[src/rtl/controle_escrita_banco.sv]
`default_nettype none
// ============================================================================
// Module      : controle_escrita_banco
// Description : Arbitrates the single banco_registradores write port between
//               the ULA and memoria writeback sources, each behind a one-entry
//               valid/ready buffer. Round-robin by default; defining
//               PRIORIDADE_FIXA_EN gives memoria fixed priority on conflicts.
// Revision    : 1.0 - initial release
// ============================================================================
module controle_escrita_banco #(
    parameter int LARGURA_DADO = 16,
    parameter int LARGURA_END  = 3,
    parameter int LARGURA_CONT = 8
) (
    input  logic                    clock,
    input  logic                    reset,
    input  logic                    ula_valido,
    output logic                    ula_pronto,
    input  logic [LARGURA_END-1:0]  ula_end,
    input  logic [LARGURA_DADO-1:0] ula_dado,
    input  logic                    mem_valido,
    output logic                    mem_pronto,
    input  logic [LARGURA_END-1:0]  mem_end,
    input  logic [LARGURA_DADO-1:0] mem_dado,
    output logic                    permisao_escrita,
    output logic [LARGURA_END-1:0]  endereco_regd,
    output logic [LARGURA_DADO-1:0] dado_escrita,
    output logic                    pendente,
    output logic [LARGURA_CONT-1:0] contador_esperas
);

    localparam logic [LARGURA_END-1:0] c_end_zero = '0;

    logic                    r_ula_full;
    logic [LARGURA_END-1:0]  r_ula_end;
    logic [LARGURA_DADO-1:0] r_ula_dado;
    logic                    r_mem_full;
    logic [LARGURA_END-1:0]  r_mem_end;
    logic [LARGURA_DADO-1:0] r_mem_dado;

    logic                    r_permisao;
    logic [LARGURA_END-1:0]  r_end;
    logic [LARGURA_DADO-1:0] r_dado;
    logic [LARGURA_CONT-1:0] r_cont;

    logic                    w_aceita_ula;
    logic                    w_aceita_mem;
    logic                    w_grant_ula;
    logic                    w_grant_mem;
    logic                    w_conflito_ula;
    logic                    w_espera;
    logic [LARGURA_END-1:0]  w_sel_end;
    logic [LARGURA_DADO-1:0] w_sel_dado;

    assign ula_pronto   = !r_ula_full && !reset;
    assign mem_pronto   = !r_mem_full && !reset;
    assign w_aceita_ula = ula_valido && ula_pronto;
    assign w_aceita_mem = mem_valido && mem_pronto;
    assign w_espera     = (ula_valido && !ula_pronto) || (mem_valido && !mem_pronto);

`ifdef PRIORIDADE_FIXA_EN
    // Loads always win a conflict; no fairness state is needed.
    assign w_conflito_ula = 1'b0;
`else
    // 1 means memoria received the most recent conflict grant.
    logic r_ultimo_mem;

    always_ff @(posedge clock) begin
        if (reset) begin
            r_ultimo_mem <= 1'b1;
        end else if (r_ula_full && r_mem_full) begin
            r_ultimo_mem <= !r_ultimo_mem;
        end
    end

    assign w_conflito_ula = r_ultimo_mem;
`endif

    always_comb begin
        w_grant_ula = 1'b0;
        w_grant_mem = 1'b0;
        if (r_ula_full && r_mem_full) begin
            w_grant_ula = w_conflito_ula;
            w_grant_mem = !w_conflito_ula;
        end else begin
            w_grant_ula = r_ula_full;
            w_grant_mem = r_mem_full;
        end
    end

    assign w_sel_end  = w_grant_ula ? r_ula_end  : r_mem_end;
    assign w_sel_dado = w_grant_ula ? r_ula_dado : r_mem_dado;

    // Grant and accept are exclusive per buffer: accept needs it empty, grant needs it full.
    always_ff @(posedge clock) begin
        if (reset) begin
            r_ula_full <= 1'b0;
            r_ula_end  <= '0;
            r_ula_dado <= '0;
        end else if (w_grant_ula) begin
            r_ula_full <= 1'b0;
        end else if (w_aceita_ula) begin
            r_ula_full <= 1'b1;
            r_ula_end  <= ula_end;
            r_ula_dado <= ula_dado;
        end
    end

    always_ff @(posedge clock) begin
        if (reset) begin
            r_mem_full <= 1'b0;
            r_mem_end  <= '0;
            r_mem_dado <= '0;
        end else if (w_grant_mem) begin
            r_mem_full <= 1'b0;
        end else if (w_aceita_mem) begin
            r_mem_full <= 1'b1;
            r_mem_end  <= mem_end;
            r_mem_dado <= mem_dado;
        end
    end

    // Register 0 is reserved: the grant is consumed but never enables the write.
    always_ff @(posedge clock) begin
        if (reset) begin
            r_permisao <= 1'b0;
            r_end      <= '0;
            r_dado     <= '0;
        end else if (w_grant_ula || w_grant_mem) begin
            r_permisao <= (w_sel_end != c_end_zero);
            r_end      <= w_sel_end;
            r_dado     <= w_sel_dado;
        end else begin
            r_permisao <= 1'b0;
        end
    end

    always_ff @(posedge clock) begin
        if (reset) begin
            r_cont <= '0;
        end else if (w_espera && !(&r_cont)) begin
            r_cont <= r_cont + 1'b1;
        end
    end

    assign permisao_escrita = r_permisao;
    assign endereco_regd    = r_end;
    assign dado_escrita     = r_dado;
    assign pendente         = r_ula_full || r_mem_full;
    assign contador_esperas = r_cont;

endmodule
`default_nettype wire

[config.mk]
export PLATFORM = sky130hd
export DESIGN_NAME = controle_escrita_banco
export DESIGN_NICKNAME = d
export VERILOG_FILES = /design/src/rtl/controle_escrita_banco.sv
export SDC_FILE = /design/constraint.sdc
export NUM_CORES = 1
export LEC_CHECK = 0
export BUFFER_PORTS_ARGS = -buffer_cell sky130_fd_sc_hd__buf_2
export CAP_MARGIN = 20
export CORE_MARGIN = 5
export CORE_UTILIZATION = 50
export CTS_CLUSTER_SIZE = 30
export DETAILED_ROUTE_END_ITERATION = 10
export PLACE_DENSITY = 0.87
export SETUP_SLACK_MARGIN = 0.15
export SLEW_MARGIN = 20
export SYNTH_ARGS = -nofsm -noshare
export SYNTH_HDL_FRONTEND = slang
export SYNTH_SLANG_ARGS = --single-unit
[constraint.sdc]
create_clock -name clock -period 1.85 [get_ports clock]
set_input_delay 0.0925 -clock clock [delete_from_list [all_inputs] [get_ports clock]]
set_output_delay 0.0925 -clock clock [all_outputs]
set_load 0.02 [all_outputs]
-- Word level (Yosys, flattened, before mapping)
Index checks and enable logic that the tools add are counted.
- flip-flop bits (word level): 69
- input port bits: 42
- output and inout port bits: 31
- logic and storage cells: 44
- add/subtract/negate cells: 1
- mux-type cells: 4
- bitwise logic cells: 3
- reduce and logical (&&, ||, !) cells: 25
- operator list (operator ; count):
    16-bit two-way mux ; 1
    8-bit by 1-bit adder with 8-bit output, second input constant ; 1
    1-bit logical AND ; 8
    8-bit AND reduction ; 1
    1-bit zero test ; 7
    2-bit OR reduction ; 3
    2-bit AND reduction ; 2
    1-bit logical OR ; 3
    3-bit two-way mux ; 1
    1-bit inverter ; 3
    3-bit nonzero test ; 1
    1-bit two-way mux ; 2

-- Logic depth before layout (Yosys ltp)
Gate-level depths: netlist of the first run.
- depth after elaboration: 6
- gate-level depth with buffers: 6
- gate-level depth less buffers: 4

-- Worst setup path before layout of the first run
No wires, ideal clock.
- path kind: register to register
- start: reg r_cont[0] (netlist: contador_esperas[0])
- end: reg r_cont[0] (netlist: contador_esperas[0])
- setup time: 0.123 ns
- arrival: 1.494 ns
- data required time: 1.727 ns
- setup slack: 0.232 ns
- cell stages (with the launch flop): 5
- path buffers: 0
- cell sequence: dfxtp_1 > ha_1 > nand3_1 > o31a_1 > mux2_1
- cells in the longest elaborated chain, start to end: 3
- elaborated cells between the ends (all ways): 4
- those cells by class: add/sub (1); reduce/logical (3)
- RTL lines (what ; RTL line ; text):
    from (decl) ; 44 ; logic [LARGURA_CONT-1:0] r_cont;
    from (signal assigned) ; 142 ; r_cont <= r_cont + 1'b1;
    branches (longest 3 deep; another with 8-bit by 1-bit adder with 8-bit output) ; - ;
Several ways; the timed one is not identified.
A chain may end at the register's enable or synchronous reset.

-- Worst setup path in the final report of the first run
- start: reg r_mem_full
- end: out pendente
- cells in the longest elaborated chain, start to end: 1
- RTL lines (what ; RTL line ; text):
    from (decl) ; 37 ; logic r_mem_full;
    from (signal assigned) ; 111 ; r_mem_full <= 1'b0;
    from (signal assigned) ; 115 ; r_mem_full <= 1'b0;
    from (signal assigned) ; 117 ; r_mem_full <= 1'b1;
    1-bit logical OR ; 149 ; assign pendente = r_ula_full || r_mem_full;
    to (decl) ; 28 ; output logic pendente,
No other way between the ends.

==> impl_metrics.tcl, run 1 <==
set metrics [dict create \
    area_growth_pct 36.7 \
    drive_gt1_share_pct 25.7 \
    wl_um 7430 \
    power_density_mw_per_mm2 958 \
    critPathKind "register to output port" \
    rsz0062_at_grt "false" \
    avgSynthCellArea_um2 9.03 \
    async_flop_share_pct 0 \
    setup_slack_ps 257 \
    grtUsageTotal_pct 21.0 \
    path_max_fanout 23 \
    drc 0 \
    syn-num-nets 360 \
    worst-path-buf-inv 3 \
    synth_edf_count 0 \
    synthTopCellsByArea "dfxtp_1 (48%), nand2b_1 (9.0%), mux2i_1 (7.0%), nand2_1 (5.4%), o21ai_0 (4.9%)" \
    slew_violations 0 \
    synth_top_area_cell "dfxtp_1" \
    crit_slowest_cell "dfxtp_1" \
    fin_tns_setup_ps 0 \
    yosysTopAreaCellShare_pct 48.2 \
    relSlewSlack_pct 75.7 \
    io_pins 73 \
    clk_latency_ps 340 \
    grt_overflow 0 \
    cap_viol_max_count 0 \
    syn-cell-area_mm2 0.00286 \
    fmax_ghz 0.628 \
    grt_pass1_vias 2640 \
    initial_core_util_pct 51.7 \
    cts_made_buffers 9 \
    ant_nets 0 \
    worstMarginPinSlew_ps 365 \
    cts_sinks 69 \
    period_needed_ps 1590 \
    setup-violations-final 0 \
    clockBufferDepth 2 \
    vias 2668 \
    fillers 424 \
    synth-main-ff-cell "dfxtp_1" \
    hpwl_um 4460 \
    avgViaCountPerCell 5.33 \
    grt_pass1_wl_um 12000 \
    power_leakage_nw 1.69 \
    critical-path-top-delay-family "buffers and inverters" \
    worstPathRequired_ps 1760 \
    path_cells "nor2_1 -> inv_2 -> buf_4 -> buf_2" \
    start_kind "register" \
    cts_max_level 3 \
    synth-seq-cells 69 \
    cts-root-buf "clkbuf_8" \
    crit_arrival_ps 1500 \
    ys_types 34 \
    hold_violations 0 \
    avgRoutedWirePerCell_um 14.8 \
    die_h_um 85.7 \
    ys_seq_area_share_pct 48.2 \
    final_nets 466 \
    syn_inst 317 \
    skew_ps 10.7 \
    clkSlewWorstSetupHoldPaths_ps 70 \
    grt_max_degree 39 \
    synthTopCellsByCount "dfxtp_1 (69), nand2_1 (41), nand2b_1 (41)" \
    cts_tree "yes" \
    status "completed" \
    row_count 27 \
    max_stage_delay_ps 470 \
    die-area_mm2 0.00734 \
    pre_cts_ws_ps 251 \
    die_w_um 85.7 \
    antenna_found_initial 0 \
    drt_first_iter_violations 124 \
    hold_path_class "primary input to register" \
    first_pass_iters 4 \
    fin_crit_sh_pct 86.1 \
    ir_drop_v 0.000461 \
    portBuffers 72 \
    core_mm2 0.00554 \
    ys_warn_count 0 \
    yosysMostFrequentCell "dfxtp_1" \
    critPathCaptureType "output port" \
    gp_congestion 0.865 \
]
==> where the power goes <==
group / switching, mW / internal, mW / total, mW
Sequential: 0.0714 / 1.60 / 1.67
Clock: 0.569 / 0.971 / 1.54
Combinational: 0.297 / 0.246 / 0.543
Total: 0.938 / 2.81 / 3.75
==> kinds of logic (layout without fill, tap and decap cells) <==
family | after synthesis | after routing | synth area share, %
adder cells (fa/ha/maj) | 1 | 1 | 0.437
multiplexers | 21 | 21 | 7.38
flip-flops | 69 | 69 | 48.2
AND/OR/NAND/NOR | 122 | 122 | 21.1
other | 0 | 1 | 0
AO/OA/AOI/OAI | 79 | 79 | 18.7
buffers and inverters | 25 | 136 | 4.19
==> state kept, by name, summed over array words and instances (netlist names) <==
signal,flops
r_ultimo_mem,1
r_mem_full,1
r_mem_end,3
r_ula_dado,16
endereco_regd,3
dado_escrita,16
contador_esperas,8
r_mem_dado,16
r_ula_full,1
permisao_escrita,1
r_ula_end,3
==> layout make-up <==
cell class / instances / area (um^2) / share of cell area (%)
clock buffers: 11 / 151 / 3.87
repair buffers: 117 / 806 / 20.6
multi-input cells: 223 / 1370 / 34.9
clock inverters: 5 / 106 / 2.72
flip-flops and latches: 69 / 1380 / 35.3
inverters: 3 / 11.3 / 0.288
diodes: 1 / 2.50 / 0.0639
well taps: 72 / 90.1 / 2.30
==> tightest hold or removal path, delay by kind of cell <==
| family | cells | cell delay (ps) |
|---|---|---|
| AND/OR/NAND/NOR | 1 | 80 |
| buffers and inverters | 1 | 100 |
| AO/OA/AOI/OAI | 1 | 70 |
==> timing repair <==
action                     4_1_cts  5_1_grt
hold buffers                    38        0
setup endpoints to repair        0        2
gates resized for setup          0        1
setup buffers                    0        0
hold endpoints to repair        38        0
==> placed cells by master, fill, tap and decap left out, types with 2 or more instances in the layout <==
master / instances
nor2_1: 26
nand3_1: 2
mux2i_1: 20
o21ai_1: 12
buf_2: 72
a31oi_1: 3
bufinv_16: 3
inv_2: 2
nor3_1: 2
dfxtp_1: 69
a211oi_2: 10
nand2b_1: 41
a21oi_1: 5
a41oi_1: 2
and2_1: 2
o21ai_0: 28
and4b_1: 3
a211oi_1: 13
nand2_1: 41
buf_4: 6
a311oi_1: 2
clkbuf_8: 11
dlygate4sd3_1: 38
==> routing by layer <==
layer | share of wire [%] | track usage, % | routed length (um)
met5 | 0 | 0 | 0
met4 | 3.3 | 11.8 | 246
met3 | 6.3 | 5.86 | 471
met2 | 49 | 35.2 | 3660
met1 | 41 | 23.9 | 3050
==> stage by stage <==
step / instance area [um^2] / std cells / power (mW) / util, % / hold slack [ps]
finish: 3910 / 501 / 3.75 / 70.6 / 38.0
global placement: 3270 / 446 / 2.15 / 59.0 / 285
detailed placement: 3270 / 446 / 2.17 / 59.0 / 293
global route: 3910 / 500 / 3.91 / 70.6 / 56.3
floorplan: 2860 / 317 / 2.01 / - / 201
CTS: 3910 / 500 / 3.77 / 70.6 / 24.5
==> final timing paths <==
check | depth (start not counted) | to | startpoint | slack [ps]
min | 3 | r_mem_full | mem_valido | 40
min reg2reg | 2 | r_mem_dado[5] | r_mem_dado[5] | 470
max | 4 | pendente | r_mem_full | 260
max reg2reg | 4 | contador_esperas[0] | contador_esperas[0] | 290
No activity file was read; power rests on OpenSTA's default activity.
==> run 2, diff against run 1 <==
Settings changed: ABC_AREA set to 1, CORE_UTILIZATION 50 to 47, PLACE_DENSITY 0.87 to 0.86.
Clock period 1.85 ns to 1.35 ns, I/O delays scaled along.
==> impl_metrics.tcl, run 2 <==
set metrics [dict create \
    syn_inst 377 \
    avgSynthCellArea_um2 7.52 \
    power_density_mw_per_mm2 1170 \
    io_pins 73 \
    cts_sinks 69 \
    clockBufferDepth 2 \
    synthTopCellsByArea "dfxtp_1 (49%), o21ai_0 (13%), nand2_1 (11%), inv_1 (5.2%), nand3_1 (4.9%)" \
    clk_latency_ps 340 \
    critical-path-top-delay-family "buffers and inverters" \
    max_stage_delay_ps 340 \
    ys_types 27 \
    critPathCaptureType "register" \
    drc 0 \
    initial_core_util_pct 48.2 \
    fin_crit_sh_pct 94.1 \
    slew_violations 0 \
    dp_cells 511 \
    avgViaCountPerCell 5.06 \
    layout_commonest_cell "nand2_1" \
    setup-violations-final 0 \
    synth-main-ff-cell "dfxtp_1" \
    grt_overflow 0 \
    ant_nets 0 \
    core_mm2 0.00589 \
    worst-path-buf-inv 3 \
    synth_top_area_cell "dfxtp_1" \
    cts_max_level 3 \
    drive_gt1_share_pct 32.3 \
    gp_congestion 0.858 \
    path_max_fanout 10 \
    final_util_pct 68.0 \
    vias 2869 \
    worstMarginPinSlew_ps 327 \
    synth-seq-cells 69 \
    power_leakage_nw 1.85 \
    drt_first_iter_violations 216 \
    fin_cells 567 \
    ir_drop_v 0.000816 \
    synth_edf_count 0 \
    portBuffers 72 \
    grt_max_degree 48 \
    grtUsageTotal_pct 20.3 \
    clkSlewWorstSetupHoldPaths_ps 80 \
    crit_arrival_ps 1490 \
    final_nets 530 \
    critPathKind "register to register" \
    syn-num-nets 420 \
    first_pass_iters 4 \
    final_cell_mix "nand2_1 (79), buf_2 (70), dfxtp_1 (60), o21ai_0 (36), inv_1 (35)" \
    wl_um 7880 \
    yosysMostFrequentCell "nand2_1" \
    antenna_found_initial 0 \
    cts_tree "yes" \
    cts_made_buffers 9 \
    area_growth_pct 41.3 \
    grt_pass1_vias 2752 \
    grt_pass1_wl_um 12300 \
    hold_violations 0 \
    status "completed" \
    syn-cell-area_mm2 0.00284 \
    cap_viol_max_count 0 \
    start_kind "register" \
    cts-root-buf "clkbuf_8" \
    ys_warn_count 0 \
    crit_slowest_cell "dfxtp_2" \
    async_flop_share_pct 0 \
    hold_path_class "primary input to register" \
    avgRoutedWirePerCell_um 13.9 \
    fmax_ghz 0.787 \
    skew_ps 9.63 \
    hpwl_um 4680 \
    diodes 0 \
    die-area_mm2 0.00769 \
    row_count 28 \
    period_needed_ps 1270 \
    die_h_um 87.7 \
    path_cells "buf_6 -> nor3b_4 -> buf_4 -> inv_4 -> o21ai_1 -> a21oi_1" \
    worstPathRequired_ps 1570 \
    relSlewSlack_pct 78.2 \
    synthTopCellsByCount "nand2_1 (82), o21ai_0 (73), dfxtp_1 (69)" \
    die_w_um 87.7 \
    rsz0062_at_grt "true" \
    yosysTopAreaCellShare_pct 48.7 \
    ys_seq_area_share_pct 48.7 \
]
-- run 2: cell types whose count changed in the layout (fill, tap and decap cells not counted), moves of 9 or more --
| cell | previous run | this run |
|---|---|---|
| a211oi_2 | 10 | 0 |
| nand2b_1 | 41 | 0 |
| nor2_1 | 26 | 11 |
| dfxtp_1 | 69 | 60 |
| dlygate4sd3_1 | 38 | 20 |
| nand2_1 | 41 | 79 |
| inv_1 | 1 | 35 |
| a21oi_1 | 5 | 25 |
| a211oi_1 | 13 | 0 |
| o21ai_1 | 12 | 32 |
| nand3_1 | 2 | 27 |
| mux2i_1 | 20 | 0 |
| buf_4 | 6 | 16 |
-- run 2: cell type report --
cell class	count	area, um^2
clock buffer	9	124
clock inverter	7	66.3
fill	470	1880
inverter	43	175
multi-input combinational	247	1310
sequential	69	1400
tap	75	93.8
timing repair buffer	115	820
timing repair inverter	2	12.5
-- run 2: worst register-to-register path: stages, from the launching register on --
cell and delay [ps]:
dfxtp_2 340, buf_6 140, nor3b_4 210, buf_4 170, inv_4 70, o21ai_1 160
a21oi_1 70
-- run 2: timing repair --
action | CTS | global route
hold endpoints to repair | 20 | 0
pin swaps | 6 | 2
gates cloned | 3 | 3
hold buffers | 20 | 0
endpoints found under the setup margin | 54 | 52
gates resized for setup | 26 | 57
setup buffers | 11 | 3
-- run 2: cells by family (layout without fill, tap and decap cells) --
| logic type | after synthesis | count (layout) | share of synthesized area, % |
|---|---|---|---|
| and+or+nand+nor | 134 | 135 | 20.6 |
| adders and majority gates | 1 | 1 | 0.441 |
| AOI/OAI and AO/OA | 108 | 110 | 19.8 |
| DFF | 69 | 69 | 48.7 |
| buffers and inverters | 64 | 176 | 10.1 |
| xor gates and xnor gates | 1 | 1 | 0.309 |
-- run 2: where the power goes --
group,internal [mW],switching [mW]
Sequential,2.17,0.0783
Combinational,0.356,0.462
Clock,0.842,0.775
-- run 2: stage by stage --
stage | total power [mW] | cell area (um^2) | TNS, ps | hold slack (ps) | setup slack, ps
detailed placement | 2.90 | 3280 | -625 | 270 | -138
CTS | 4.63 | 3870 | 0 | 1.53 | 123
finish | 4.69 | 4010 | 0 | 1.02 | 79.2
global route | 4.90 | 4010 | 0 | 20.7 | 13.3
global placement | 2.87 | 3280 | -101 | 268 | -49.4
floorplan | 2.68 | 2860 | 0 | 180 | 158
-- run 2: worst paths after layout --
path	from	end	slack (ps)	cells after the start
setup / recovery	r_mem_full	r_mem_dado[10]	80	6
hold / removal	mem_end[1]	r_mem_end[1]	1	3
setup reg to reg	r_mem_full	r_mem_dado[10]	80	6
hold reg to reg	r_mem_end[2]	r_mem_end[2]	460	2
-- run 2: layer usage --
layer	share of wire, %	wire length (um)	vias up	track usage, %
met5	0	0	-	0
met4	2.4	187	0	10.5
met3	5.2	408	14	3.39
met2	49	3890	88	34.0
met1	43	3390	1318	25.1
li1	-	-	1449	-
==> run 3, diff against run 2 <==
Settings changed: SLEW_MARGIN 20 to not set.
Clock period 1.35 ns to 1.1 ns, I/O delays scaled along.
==> impl_metrics.tcl, run 3 (synthesis results as in run 2) <==
set metrics [dict create \
    status "finished, violations left" \
    violations "negative setup slack" \
    core_mm2 0.00589 \
    placed_cell_area_mm2 0.00343 \
    crit_arrival_ps 1610 \
    stdcell_area_mm2 0.00479 \
    relSlewSlack_pct 75.9 \
    wl_um 11600 \
    power_leakage_nw 2.16 \
    die_h_um 87.7 \
    grtUsageTotal_pct 27.1 \
    grt_overflow 0 \
    die-area_mm2 0.00769 \
    ant_nets 0 \
    ir_drop_v 0.00111 \
    avgViaCountPerCell 5.66 \
    vias 3365 \
    fin_tns_setup_ps -8360 \
    rsz0062_at_grt "true" \
    period_needed_ps 1340 \
    timing.hold.ws_ps 18.1 \
    whs_path_depth 3 \
    clockBufferDepth 2 \
    ff2ff_path_depth 6 \
    setup_slack_ps -243 \
    fin_crit_sh_pct 122 \
    critPathKind "register to register" \
    path_depth 6 \
    antenna_found_initial 0 \
    setup-violations-final 70 \
    start_kind "register" \
    cts-root-buf "clkbuf_8" \
    critical-path-top-delay-family "compound AO/OA/AOI/OAI gates" \
    die_w_um 87.7 \
    hpwl_um 4800 \
    portBuffers 72 \
    hold_violations 0 \
    cts_made_buffers 9 \
    io_pins 73 \
    fmax_ghz 0.744 \
    grt_pass1_wl_um 16000 \
    final_cell_mix "dfxtp_1 (58), buf_2 (56), nand2_1 (52), o21ai_1 (40), inv_1 (34)" \
    grt_pass1_vias 3391 \
    grt_max_degree 35 \
    first_pass_iters 5 \
    clk_latency_ps 350 \
    power_density_mw_per_mm2 1260 \
    fillers 309 \
    worst-path-buf-inv 3 \
    layout_commonest_cell "dfxtp_1" \
    hold_path_class "primary input to register" \
    final_nets 559 \
    diodes 0 \
    row_count 28 \
    initial_core_util_pct 48.2 \
    slew_violations 0 \
    path_cells "inv_4 -> o21ai_4 -> buf_4 -> buf_6 -> o21ai_1 -> o21ai_1" \
    path_max_fanout 6 \
    drive_gt1_share_pct 47.7 \
    clkSlewWorstSetupHoldPaths_ps 80 \
    cts_tree "yes" \
    critPathCaptureType "register" \
    drc 0 \
    skew_ps 8.67 \
    avgRoutedWirePerCell_um 19.5 \
    area_growth_pct 69.0 \
    gp_congestion 0.871 \
    worstMarginPinSlew_ps 362 \
    final_util_pct 81.4 \
    worstPathRequired_ps 1370 \
    cts_max_level 3 \
    cap_viol_max_count 0 \
    drt_first_iter_violations 293 \
    max_stage_delay_ps 400 \
    crit_top_cell "o21ai_1" \
    cts_sinks 69 \
    crit_slowest_cell "dfxtp_4" \
]
-- run 3: changes by cell type in the layout (fill, tap and decap cells not counted), moves of 18 or more --
cell	before	now
a21oi_1	25	7
a21oi_2	0	18
nand2_1	79	52
o21ai_0	36	11
-- run 3: worst paths after layout --
| kind | from | endpoint | slack, ps |
|---|---|---|---|
| worst max-delay path | r_mem_full | dado_escrita[14] | -240 |
| worst min-delay path | mem_dado[12] | r_mem_dado[12] | 20 |
| worst max register to register | r_mem_full | dado_escrita[14] | -240 |
| worst min register to register | r_mem_dado[10] | r_mem_dado[10] | 470 |
-- run 3: power by group --
group	total [mW]	internal, mW	leakage (nW)	switching (mW)
sequential	2.77	2.66	0.573	0.106
combinational	1.44	0.651	1.50	0.789
clock	1.84	0.865	0.0833	0.973
-- run 3: routing by layer --
layer	GRT usage [%]	part of all wire (%)
met1	28.7	35
met2	49.5	52
met3	5.93	7.6
met4	14.8	5.6
met5	0	0
-- run 3: layout make-up --
| type | instances | area [um^2] | area share (%) |
|---|---|---|---|
| Inverter | 43 | 179 | 3.73 |
| Timing Repair Buffer | 149 | 1350 | 28.1 |
| Tap cell | 75 | 93.8 | 1.96 |
| Sequential cell | 69 | 1410 | 29.4 |
| Clock buffer | 13 | 149 | 3.11 |
| Clock inverter | 2 | 10.0 | 0.209 |
| Multi-Input combinational cell | 244 | 1600 | 33.5 |
-- run 3: tightest hold or removal path: cells and delay by family --
family / cells / cell delay [ps]
AOI/OAI and AO/OA: 2 / 170
buffers and inverters: 1 / 90
-- run 3: through the flow --
step	power, mW	cells	setup WS, ps
global placement	3.61	524	-100
global route	6.22	595	-260
CTS	5.74	588	-123
finish	6.05	595	-243
detailed placement	3.64	524	-170
floorplan	3.37	377	-44.6
-- run 3: timing repair --
item | CTS | global route
gates cloned | 7 | 1
gates resized for setup | 111 | 66
setup endpoints to repair | 76 | 85
hold buffers | 32 | 0
pin swaps | 27 | 14
hold endpoints to repair | 32 | 0
setup buffers | 10 | 6
